File: config.mk
export PLATFORM = sky130hd
export DESIGN_NAME = gpio_in_conditioner
export DESIGN_NICKNAME = d
export VERILOG_FILES = /design/src/rtl/gpio_cond_pkg.sv /design/src/rtl/gpio_debounce_cell.sv /design/src/rtl/gpio_in_conditioner.sv
export SDC_FILE = /design/constraint.sdc
export NUM_CORES = 1
export LEC_CHECK = 0
export CAP_MARGIN = 20
export CORE_ASPECT_RATIO = 2
export CORE_MARGIN = 1.5
export CORE_UTILIZATION = 55
export CTS_BUF_LIST = sky130_fd_sc_hd__clkbuf_4
export DETAILED_ROUTE_END_ITERATION = 10
export GPL_ROUTABILITY_DRIVEN = 0
export PLACE_DENSITY = 0.76
export SKIP_CTS_REPAIR_TIMING = 1
export SLEW_MARGIN = 10
export SYNTH_ARGS = -nofsm -noshare
export SYNTH_HDL_FRONTEND = slang
export SYNTH_SLANG_ARGS = --single-unit
File: constraint.sdc
create_clock -name clk -period 18.4 [get_ports clk]
set_clock_uncertainty 0.05 [all_clocks]
set_input_delay 1.84 -clock clk [delete_from_list [all_inputs] [get_ports clk]]
set_output_delay 1.84 -clock clk [all_outputs]
set_load 0.02 [all_outputs]
File: src/rtl/gpio_cond_pkg.sv
// gpio_cond_pkg: shared limits, defaults and flag encoding for the GPIO input conditioner.
package gpio_cond_pkg;
  localparam int SYNC_STAGES_MIN = 2;
  localparam int SYNC_STAGES_MAX = 4;
  localparam int PRESC_W_DEF = 16;
  localparam int CNT_W_DEF = 4;
  localparam int FLAG_RISE = 0;
  localparam int FLAG_FALL = 1;
  localparam int FLAG_W = 2;
  typedef logic [FLAG_W-1:0] flags_t;
  function automatic int clamp_sync(int n);
    return n < SYNC_STAGES_MIN ? SYNC_STAGES_MIN : n > SYNC_STAGES_MAX ? SYNC_STAGES_MAX : n;
  endfunction
endpackage

File: src/rtl/gpio_debounce_cell.sv
// gpio_debounce_cell: per-channel synchronizer, tick-based debounce counter, clean level and sticky edge flags.
module gpio_debounce_cell
  import gpio_cond_pkg::*;
#(
  parameter int SYNC_STAGES = 2,
  parameter int CNT_W = CNT_W_DEF
) (
  input  logic             clk,
  input  logic             rst,
  input  logic             raw,
  input  logic             tick,
  input  logic [CNT_W-1:0] deb_thr,
  input  logic             rise_en,
  input  logic             fall_en,
  input  logic             flag_ack,
  output logic             clean,
  output flags_t           flags
);
  logic [SYNC_STAGES-1:0] sr;
  logic [CNT_W-1:0] cnt, cnt_nxt;
  logic sync, bypass, differ, reached, clean_nxt;
  flags_t set;
  assign sync = sr[SYNC_STAGES-1];
  assign bypass = deb_thr == '0;
  assign differ = sync != clean;
  // compare one bit wider so cnt+1 cannot wrap before reaching the threshold
  assign reached = ({1'b0, cnt} + (CNT_W+1)'(1)) >= {1'b0, deb_thr};
  always_comb begin
    clean_nxt = bypass ? sync : (tick && differ && reached) ? sync : clean;
    cnt_nxt = (bypass || !differ || (tick && reached)) ? '0 :
              (tick && cnt != '1) ? cnt + CNT_W'(1) : cnt;
    set = '0;
    set[FLAG_RISE] = rise_en & ~clean & clean_nxt;
    set[FLAG_FALL] = fall_en & clean & ~clean_nxt;
  end
  always_ff @(posedge clk or posedge rst) begin
    if (rst) begin
      sr <= '0;
      cnt <= '0;
      clean <= 1'b0;
      flags <= '0;
    end else begin
      sr <= {sr[SYNC_STAGES-2:0], raw};
      cnt <= cnt_nxt;
      clean <= clean_nxt;
      flags <= set | (flags & ~{FLAG_W{flag_ack}});
    end
  end
endmodule

File: src/rtl/gpio_in_conditioner.sv
// gpio_in_conditioner: shared prescaler, NR_IOS debounce cells and a registered interrupt.
module gpio_in_conditioner
  import gpio_cond_pkg::*;
#(
  parameter int NR_IOS = 32,
  parameter int SYNC_STAGES = 2,
  parameter int PRESC_W = PRESC_W_DEF,
  parameter int CNT_W = CNT_W_DEF
) (
  input  logic               clk,
  input  logic               rst,
  input  logic [NR_IOS-1:0]  raw_in,
  input  logic [PRESC_W-1:0] presc_val,
  input  logic [CNT_W-1:0]   deb_thr,
  input  logic [NR_IOS-1:0]  rise_en,
  input  logic [NR_IOS-1:0]  fall_en,
  input  logic [NR_IOS-1:0]  flag_ack,
  output logic [NR_IOS-1:0]  clean_out,
  output logic [NR_IOS-1:0]  rise_flag,
  output logic [NR_IOS-1:0]  fall_flag,
  output logic               irq
);
  localparam int SYNC_N = clamp_sync(SYNC_STAGES);
  logic [PRESC_W-1:0] pc;
  logic tick;
  flags_t fl [NR_IOS];
  // >= rather than == so a lowered presc_val ticks at once instead of wrapping
  assign tick = pc >= presc_val;
  always_ff @(posedge clk or posedge rst) begin
    if (rst) begin
      pc <= '0;
      irq <= 1'b0;
    end else begin
      pc <= tick ? '0 : pc + PRESC_W'(1);
      irq <= |(rise_flag | fall_flag);
    end
  end
  for (genvar i = 0; i < NR_IOS; i++) begin : g_ch
    gpio_debounce_cell #(.SYNC_STAGES(SYNC_N), .CNT_W(CNT_W)) u_cell (
      .clk(clk),
      .rst(rst),
      .raw(raw_in[i]),
      .tick(tick),
      .deb_thr(deb_thr),
      .rise_en(rise_en[i]),
      .fall_en(fall_en[i]),
      .flag_ack(flag_ack[i]),
      .clean(clean_out[i]),
      .flags(fl[i])
    );
    assign rise_flag[i] = fl[i][FLAG_RISE];
    assign fall_flag[i] = fl[i][FLAG_FALL];
  end
endmodule

=== Word-level counts from Yosys, hierarchy flattened ===
Index checks and enable logic that the tools add are counted.

* Bitwise operators: 289
* Muxes and demuxes: 129
* Add/subtract/negate cells: 65
* $lt $le $gt $ge: 33
* Equality and inequality tests: 64
* Reductions and logical operators: 258

{| class="wikitable"
|+ Operators with widths
! operator !! count
|-
| 4-bit 2-to-1 mux || 64
|-
| 4-bit by 1-bit adder with 5-bit output (second input constant) || 32
|-
| 5-bit by 4-bit >= comparator with 1-bit output || 32
|-
| 4-bit by 1-bit adder with 4-bit output (second input constant) || 32
|-
| 1-bit AND || 128
|-
| 1-bit logical AND || 128
|-
| 4-bit != test (second input constant) || 32
|-
| 2-bit AND || 32
|-
| 1-bit logical OR || 64
|-
| 1-bit 2-to-1 mux || 64
|-
| 1-bit NOT || 64
|-
| 2-bit NOT || 32
|-
| 2-bit bitwise OR || 32
|-
| 2-bit nonzero test || 32
|-
| 1-bit logical NOT || 32
|-
| 1-bit != test || 32
|-
| 32-bit bitwise OR || 1
|-
| 32-bit OR reduction || 1
|-
| 16-bit by 1-bit adder with 16-bit output (second input constant) || 1
|-
| 16-bit >= comparator || 1
|-
| 16-bit 2-to-1 mux || 1
|-
| 4-bit logical NOT || 1
|}

* Input port bits: 150
* Output and inout port bits: 97
* Register bits: 305

=== Longest topological paths before layout ===
Gate-level depths: netlist of the first run.

* Depth after elaboration: 8
* Depth in mapped cells: 13

=== Hierarchy ===
A second synthesis of the first run with hierarchy kept.

* Cell total of the unflattened synthesis: 2,137
* Area total of the unflattened synthesis: 21,172.8 µm²

{| class="wikitable"
|+ Modules (own cells, without submodules)
! module !! times used !! area an instance (µm²) !! sequential area each (µm²) !! cells each
|-
| gpio_debounce_cell || 32 || 618.1 || 225.2 || 62
|-
| gpio_in_conditioner || 1 || 1,393.8 || 425.4 || 153
|}

=== Least setup slack after synthesis of the first run ===
Ideal clock, no wire load.

* Kind: in2reg
* Start point: input port deb_thr[2]
* End point: register g_ch[25].u_cell.clean
* Slack: 14.228 ns
* Library setup time: 0.125 ns
* Arrival: 3.997 ns
* Buffers on the path: 0
* Cell stages on the path: 7
* Path through: inv_1 ha_1 a21oi_1 o21ai_0 a221oi_1 o21ba_4 mux2_4

* Cells in the longest elaborated chain, start to end: 4
* Elaborated cells between the ends (all ways): 5

{| class="wikitable"
|+ Ends and longest elaborated chain
! item !! line !! RTL
|-
| from (decl) || gpio_in_conditioner.sv:14 || <nowiki>input logic [CNT_W-1:0] deb_thr,</nowiki>
|-
| 5-bit by 4-bit >= comparator with 1-bit output || gpio_debounce_cell.sv:27 || <nowiki>assign reached = ({1'b0, cnt} + (CNT_W+1)'(1)) >= {1'b0, deb_thr};</nowiki>
|-
| 1-bit logical AND || gpio_debounce_cell.sv:29 || <nowiki>clean_nxt = bypass ? sync : (tick && differ && reached) ? sync : clean;</nowiki>
|-
| 1-bit 2-to-1 mux || gpio_debounce_cell.sv:29 ||
|-
| 1-bit 2-to-1 mux * || gpio_debounce_cell.sv:29 ||
|-
| via g_ch[25].u_cell.clean_nxt || gpio_debounce_cell.sv:21 || <nowiki>logic sync, bypass, differ, reached, clean_nxt;</nowiki>
|-
| to (signal assigned) || gpio_debounce_cell.sv:45 || <nowiki>clean <= clean_nxt;</nowiki>
|-
| to (decl) || gpio_debounce_cell.sv:16 || <nowiki>output logic clean,</nowiki>
|}

Mark *: on every way through the listed nets, which the timed path passes. The rest lies on a longest branch.
A chain may end at the register's enable or synchronous reset.

=== Final worst setup path of the first run ===
* Start point: input port presc_val[13]
* End point: register g_ch[27].u_cell.clean

* Cells in the longest elaborated chain, start to end: 5

{| class="wikitable"
|+ Ends and longest elaborated chain
! item !! line !! RTL
|-
| from (decl) || gpio_in_conditioner.sv:13 || <nowiki>input logic [PRESC_W-1:0] presc_val,</nowiki>
|-
| 16-bit >= comparator || gpio_in_conditioner.sv:28 || <nowiki>assign tick = pc >= presc_val;</nowiki>
|-
| 1-bit logical AND (2 in a row) || gpio_debounce_cell.sv:29 ||
|-
| 1-bit 2-to-1 mux (2 in a row) || gpio_debounce_cell.sv:29 ||
|-
| via g_ch[27].u_cell.clean_nxt || gpio_debounce_cell.sv:21 ||
|-
| to (signal assigned) || gpio_debounce_cell.sv:45 ||
|-
| to (decl) || gpio_debounce_cell.sv:16 ||
|}

The timed path passes the listed nets, and every way through them passes these cells.

==> results of run 1 <==
sequential cells by signal, indices dropped and copies added, names as in the netlist:
signal / count
irq: 1
g_ch.u_cell.clean: 32
pc: 16
g_ch.u_cell.flags: 64
g_ch.u_cell.cnt: 128
g_ch.u_cell.sr: 64
layout by cell type, fill, tap and decap left out, types with 42 or more instances in the layout:
cell	instances
nand3_1	231
xor2_1	42
inv_1	80
ha_1	177
dfrtp_1	305
clkbuf_4	92
nor2_1	85
o21ai_0	138
clkdlybuf4s50_1	246
a21oi_1	69
nand2_1	106
xnor2_1	68
per-layer routing:
| layer | part of all wire | vias to the layer above | track usage |
|---|---|---|---|
| met5 | 0 | - | 0 |
| met4 | 0.033 | 0 | 0.121 |
| met3 | 0.045 | 96 | 0.0437 |
| met2 | 0.52 | 365 | 0.491 |
| met1 | 0.40 | 6920 | 0.317 |
| li1 | - | 6692 | - |
power groups by stage:
stage               Clock [mW]  Sequential (mW)  Combinational [mW]
floorplan                    0            0.819               0.395
global placement             0            0.835               0.540
detailed placement           0            0.837               0.557
CTS                      0.578            0.826               0.560
global route             0.612            0.839               0.616
finish                   0.564            0.827               0.558
logic make-up (layout without fill, tap and decap cells):
kind of cell | after synthesis | count (layout) | share of synthesized area
adders and majority gates | 177 | 177 | 0.127
muxes | 32 | 32 | 0.0260
AOI/OAI and AO/OA | 397 | 397 | 0.167
other | 0 | 1 | 0
DFF | 305 | 305 | 0.437
xor gates and xnor gates | 110 | 110 | 0.0552
buffers and inverters | 155 | 454 | 0.0452
and+or+nand+nor | 519 | 519 | 0.143
synthesized netlist by cell type:
master,n,share of area
o21ai_0,138,0.040
nor4_1,16,0.0057
and3_1,3,0.0011
o211a_1,1,0.00057
nand2b_1,1,0.00036
o21ai_1,25,0.0072
nor4_2,1,0.00072
or2_1,1,0.00036
clkbuf_1,21,0.0045
buf_2,4,0.0011
a221oi_1,32,0.016
o32ai_1,39,0.020
o21ba_2,12,0.0069
o211ai_1,1,0.00043
ha_1,177,0.13
nor2b_1,34,0.012
mux2_4,25,0.021
xnor2_1,68,0.034
a41oi_2,1,0.00093
nand2_1,106,0.023
and4_1,1,0.00050
nor2_1,85,0.018
and2_1,33,0.012
o21ba_4,20,0.019
or4_1,1,0.00043
nand4_1,6,0.0021
buf_4,36,0.015
a21oi_1,69,0.020
nand3_1,231,0.066
o32ai_2,25,0.023
buf_6,9,0.0058
inv_1,84,0.018
dfrtp_1,305,0.44
a211oi_1,34,0.015
buf_1,1,0.00021
mux2_2,7,0.0045
xor2_1,42,0.021
how the worst min path moves through the flow:
stage / from / to / slack [ns] / depth (start not counted)
2_1_floorplan: g_ch[0].u_cell.sr[0] / g_ch[0].u_cell.sr[1] / 0.28 / 0
3_5_place_dp: g_ch[11].u_cell.sr[0] / g_ch[11].u_cell.sr[1] / 0.29 / 0
3_3_place_gp: g_ch[6].u_cell.sr[0] / g_ch[6].u_cell.sr[1] / 0.28 / 0
6_report: g_ch[17].u_cell.sr[0] / g_ch[17].u_cell.sr[1] / 0.30 / 0
4_1_cts: g_ch[17].u_cell.sr[0] / g_ch[17].u_cell.sr[1] / 0.30 / 0
5_1_grt: g_ch[9].u_cell.sr[0] / g_ch[9].u_cell.sr[1] / 0.31 / 0
cell type report:
| type | count | area [µm²] | area share |
|---|---|---|---|
| diodes | 1 | 2.50 | 0.000119 |
| repair buffers | 257 | 2560 | 0.122 |
| flip-flops and latches | 305 | 7630 | 0.363 |
| well taps | 423 | 529 | 0.0252 |
| inverters | 84 | 323 | 0.0154 |
| clock buffers | 92 | 691 | 0.0329 |
| clock inverters | 21 | 193 | 0.00918 |
| multi-input cells | 1235 | 9060 | 0.432 |
per-stage QoR:
stage / util / std cells / power [mW] / setup WS, ns / cell area, µm²
finish: 0.668 / 2418 / 1.95 / 13.61 / 21000
global route: 0.668 / 2418 / 2.07 / 13.43 / 21000
CTS: 0.667 / 2416 / 1.96 / 13.65 / 21000
detailed placement: 0.639 / 2303 / 1.39 / 12.86 / 20100
global placement: 0.639 / 2303 / 1.38 / 12.95 / 20100
floorplan: - / 1695 / 1.21 / 8.08 / 17500
worst register-to-register path, cell delays in order (launching register included):
cell,delay (ns)
dfrtp_1,0.42
ha_1,0.31
a211oi_1,0.23
o21ai_1,0.12
a41oi_2,0.28
o211a_4,0.59
buf_4,0.78
o21ba_2,0.39
mux2_4,0.31
==> flow_summary_export.csv, run 1 <==
group,metric,value,unit
run_status,status,"complete, no violations",
critical_path,cp_data_arrival_time,5.36,ns
grt,grt_antenna_before_repair,1,
die,core_area,0.0314,mm²
cells_and_area,drive_gt1_frac,0.105,
timing,setup_violations,0,
die,die_y,255,µm
timing,worst_pin_slew,1.01,ns
yosys,syn_inst,1695,
critical_path,crit_family,"compound AO/OA/AOI/OAI gates",
detailed_routing,wire_per_inst,18.1,µm
pwr,p_sw_frac,0.352,
cells_and_area,fill_cells,2458,
flow_run,drv_cap,0,
grt,grt_max_degree,103,
detailed_routing,drtIter0Drc,659,
grt,grt_pass1_vias,14500,
critical_path,r2r_end,"g_ch[27].u_cell.clean",
clock_tree,cts.clk_slew.worst_paths,0.08,ns
clock_tree,cts_root_buf,"clkbuf_4",
critical_path,r2r-start,"pc[2]",
pwr,vdd_drop_max,0.0000754,V
grt,grt_usage,0.273,
timing,drv_slew,0,
cells_and_area,area_growth,20.2,%
yosys,yosysUniqueCellTypes,37,
grt,grt_pass1_wl,70.8,mm
yosys,ys_seq_area_frac,0.437,
pwr,power_switching,0.686,mW
yosys,yosys_register_bits,305,
detailed_routing,ant_nets,0,
critical_path,worst-r2r-setup-slack,14.81,ns
detailed_routing,firstDrtPassIters,5,
die,rows,92,
critical_path,critPathKind,"input pin to flop",
pwr,p_int,1.26,mW
critical_path,crit_path_start_kind,"input pin",
timing,hold_violations,0,
clock_tree,cts_max_path_buffers,3,
die,die_w,129,µm
timing,slew_headroom,0.327,
clock_tree,clock_sinks,305,
critical_path,cp_cell_sequence,"clkdlybuf4s50_1 -> inv_1 -> ha_1 -> a21oi_1 -> nor2_1 -> a211oi_1 -> o211a_4 -> buf_4 -> o21ba_2 -> mux2_4",
critical_path,slowest_delay,0.78,ns
clock_tree,numCtsBuffers,70,
critical_path,rr_worst_depth,8,
pwr,p_per_area,92.8,mW/mm²
detailed_routing,vias_per_cell,5.82,
die,dieArea,0.0329,mm²
timing,fin_crit,4.79,ns
grt,grt_overflow,0,
clock_tree,cts_tree,"yes",
place,dpl.hpwl,30.9,mm
yosys,yosys_warnings,0,
pwr,power.leakage,9.39,nW
critical_path,critical_path.max_fanout,93,
die,initial_core_util,0.556,
yosys,syn_area,0.0175,mm²
pwr,clkPwrFrac,0.289,
clock_tree,clock_latency,0.74,ns
cells_and_area,fin_nets,2280,
yosys,synth_nets,2022,
clock_tree,cts_htree_levels,3,
critical_path,endpoint_kind,"flop",
place,io_buffers,246,
timing,fmax,0.209,GHz
critical_path,worstSetupEndpoint,"g_ch[27].u_cell.clean",
detailed_routing,route.vias.total,14100,
timing,rsz0062_at_grt,"false",
critical_path,crit_slowest_cell,"buf_4",
yosys,synth_area_per_cell,10.3,µm²
critical_path,worstSetupStartpoint,"presc_val[13]",
timing,fin_tns_setup,0,ns
detailed_routing,post-route-drc-count,0,
die,io_pins,247,
critical_path,crit_buf_inv,3,
detailed_routing,finalWirelength,43.9,mm
pwr,power_frac_comb,0.286,
worst_hold_path,hp-class,"flop to flop",
pwr,seqPwrFrac,0.424,
critical_path,path_depth,10,
timing,final.period_utilization,0.260,
timing,whs,0.298,ns
critical_path,worst_ep_required_time,18.97,ns
No activity file was read; power rests on OpenSTA's default activity.
==> run 2, diff against run 1 <==
==> constraint.sdc (replaced) <==
create_clock -name clk -period 4.7 [get_ports clk]
set_clock_uncertainty 0.05 [all_clocks]
set_input_delay 0.47 -clock clk [delete_from_list [all_inputs] [get_ports clk]]
set_output_delay 0.47 -clock clk [all_outputs]
set_load 0.02 [all_outputs]
==> run 2 against run 1 <==
  * Critical path depth down 1
  * Sequential share of layout area down 0.16 points
  * Register-to-register slack worse by 13 ns
==> flow_summary_export.csv, run 2 (same netlist as run 1, synthesis figures left out) <==
group,metric,value,unit
place,dpl.hpwl,31.8,mm
cells_and_area,area_growth,20.7,%
die,core_area,0.0314,mm²
run_status,status,"complete, no violations",
timing,fmax,0.332,GHz
clock_tree,cts_max_path_buffers,3,
clock_tree,clock_latency,0.76,ns
critical_path,r2r-start,"g_ch[18].u_cell.cnt[0]",
timing,slew_headroom,0.361,
clock_tree,cts_root_buf,"clkbuf_4",
timing,drv_slew,0,
detailed_routing,post-route-drc-count,0,
grt,grt_usage,0.275,
cells_and_area,final_common_cell,"dfrtp_1",
cells_and_area,fin_nets,2292,
timing,rsz0062_at_grt,"false",
timing,whs,0.0198,ns
clock_tree,clock_sinks,305,
clock_tree,cts_htree_levels,3,
cells_and_area,top_regs,"g_ch.u_cell.cnt x128, g_ch.u_cell.flags x64, g_ch.u_cell.sr x64",
die,initial_core_util,0.556,
critical_path,crit_buf_inv,3,
detailed_routing,vias_per_cell,5.85,
grt,grt_max_degree,118,
cells_and_area,final_cell_mix,"dfrtp_1 (305), clkdlybuf4s50_1 (246), nand3_1 (231)",
critical_path,crit_path_start_kind,"input pin",
place,io_buffers,246,
cells_and_area,largest_reg_flops,128,
die,die_y,255,µm
cells_and_area,drive_gt1_frac,0.110,
critical_path,crit_family,"buffers and inverters",
cells_and_area,final_util,0.671,
critical_path,endpoint_kind,"flop",
flow_run,drv_cap,0,
critical_path,cp_data_arrival_time,3.57,ns
critical_path,critPathKind,"input pin to flop",
clock_tree,numCtsBuffers,71,
clock_tree,cts.clk_slew.worst_paths,0.07,ns
critical_path,slowest_delay,0.73,ns
critical_path,worstSetupStartpoint,"deb_thr[2]",
timing,fin_tns_setup,0,ns
grt,grt_pass1_vias,14600,
detailed_routing,finalWirelength,44.2,mm
timing,fin_crit,3.01,ns
detailed_routing,ant_nets,0,
detailed_routing,drtIter0Drc,850,
die,dieArea,0.0329,mm²
critical_path,crit_slowest_cell,"a221oi_1",
critical_path,path_depth,9,
pwr,p_per_area,359,mW/mm²
detailed_routing,firstDrtPassIters,5,
die,io_pins,247,
critical_path,critical_path.max_fanout,12,
clock_tree,cts_tree,"yes",
die,rows,92,
worst_hold_path,hp-class,"input pin to async pin",
place,dp_worst_setup_slack,0.976,ns
pwr,vdd_drop_max,0.000277,V
timing,setup_violations,0,
grt,grt_overflow,0,
critical_path,rr_worst_depth,8,
detailed_routing,wire_per_inst,18.2,µm
timing,worst_slack,1.69,ns
timing,hold_violations,0,
critical_path,cp_cell_sequence,"clkdlybuf4s50_1 -> inv_1 -> buf_4 -> ha_1 -> a21oi_1 -> o21ai_0 -> a221oi_1 -> o21ba_4 -> mux2_4",
grt,grt_antenna_before_repair,1,
cells_and_area,largest-register,"g_ch.u_cell.cnt",
timing,final.period_utilization,0.641,
timing,worst_pin_slew,0.958,ns
detailed_routing,route.vias.total,14200,
grt,grt_pass1_wl,71.5,mm
pwr,power.leakage,9.45,nW
critical_path,worst_ep_required_time,5.26,ns
die,die_w,129,µm
[run 2: cell types whose count changed in the layout (fill, tap and decap cells not counted), sizes merged]
| cell | before | now |
|---|---|---|
| buf | 11 | 22 |
| bufinv | 4 | 1 |
| clkbuf | 92 | 103 |
| clkinv | 15 | 5 |
| diode | 1 | 2 |
| inv | 85 | 84 |
[run 2: final cells by class]
cell class / count / area, µm²
Clock buffer: 103 / 773
Inverter: 84 / 319
Multi-Input combinational cell: 1235 / 9060
Sequential cell: 305 / 7630
Clock inverter: 7 / 52.6
Timing Repair Buffer: 268 / 2720
Antenna cell: 2 / 5.00
Tap cell: 423 / 529
Fill cell: 2415 / 10300
[run 2: worst register-to-register path, stage by stage, from the launching register on]
cell      delay [ns]
dfrtp_1         0.42
ha_1            0.25
xor2_1          0.17
ha_1            0.29
a21oi_1         0.13
o21ai_0         0.14
a221oi_1        0.86
o21ba_4         0.25
mux2_4          0.30
[run 2: final timing paths]
kind / end / slack, ns
worst min-delay path: g_ch[26].u_cell.flags[1] / 0.02
worst min register to register: g_ch[23].u_cell.sr[1] / 0.29
worst max-delay path: g_ch[12].u_cell.clean / 1.69
worst max register to register: g_ch[18].u_cell.clean / 1.72
min in group clk: g_ch[11].u_cell.sr[0] / 0.10
max in group asynchronous: g_ch[13].u_cell.clean / 3.63
[run 2: power breakdown]
part,total (mW),switching (mW),internal [mW]
Clock,2.10,1.06,1.04
Sequential,3.25,0.366,2.88
Combinational,2.21,1.25,0.958
Total,7.56,2.68,4.88
[run 2: per-stage QoR]
stage                     area [µm²]  cells  power, mW
final                          21100   2427       7.56
after global routing           21100   2426       8.00
after CTS                      21100   2425       7.63
after detailed placement       20300   2315       5.50
after global placement         20300   2315       5.42
after floorplan                17500   1695       4.76
[run 2: layer usage]
layer	up-vias	GRT usage	routed length, µm	part of all wire
met3	107	0.0527	2500	0.056
met2	448	0.479	22700	0.51
li1	6711	-	-	-
met1	6934	0.327	17500	0.40
met4	0	0.122	1490	0.034
met5	-	0	0	0
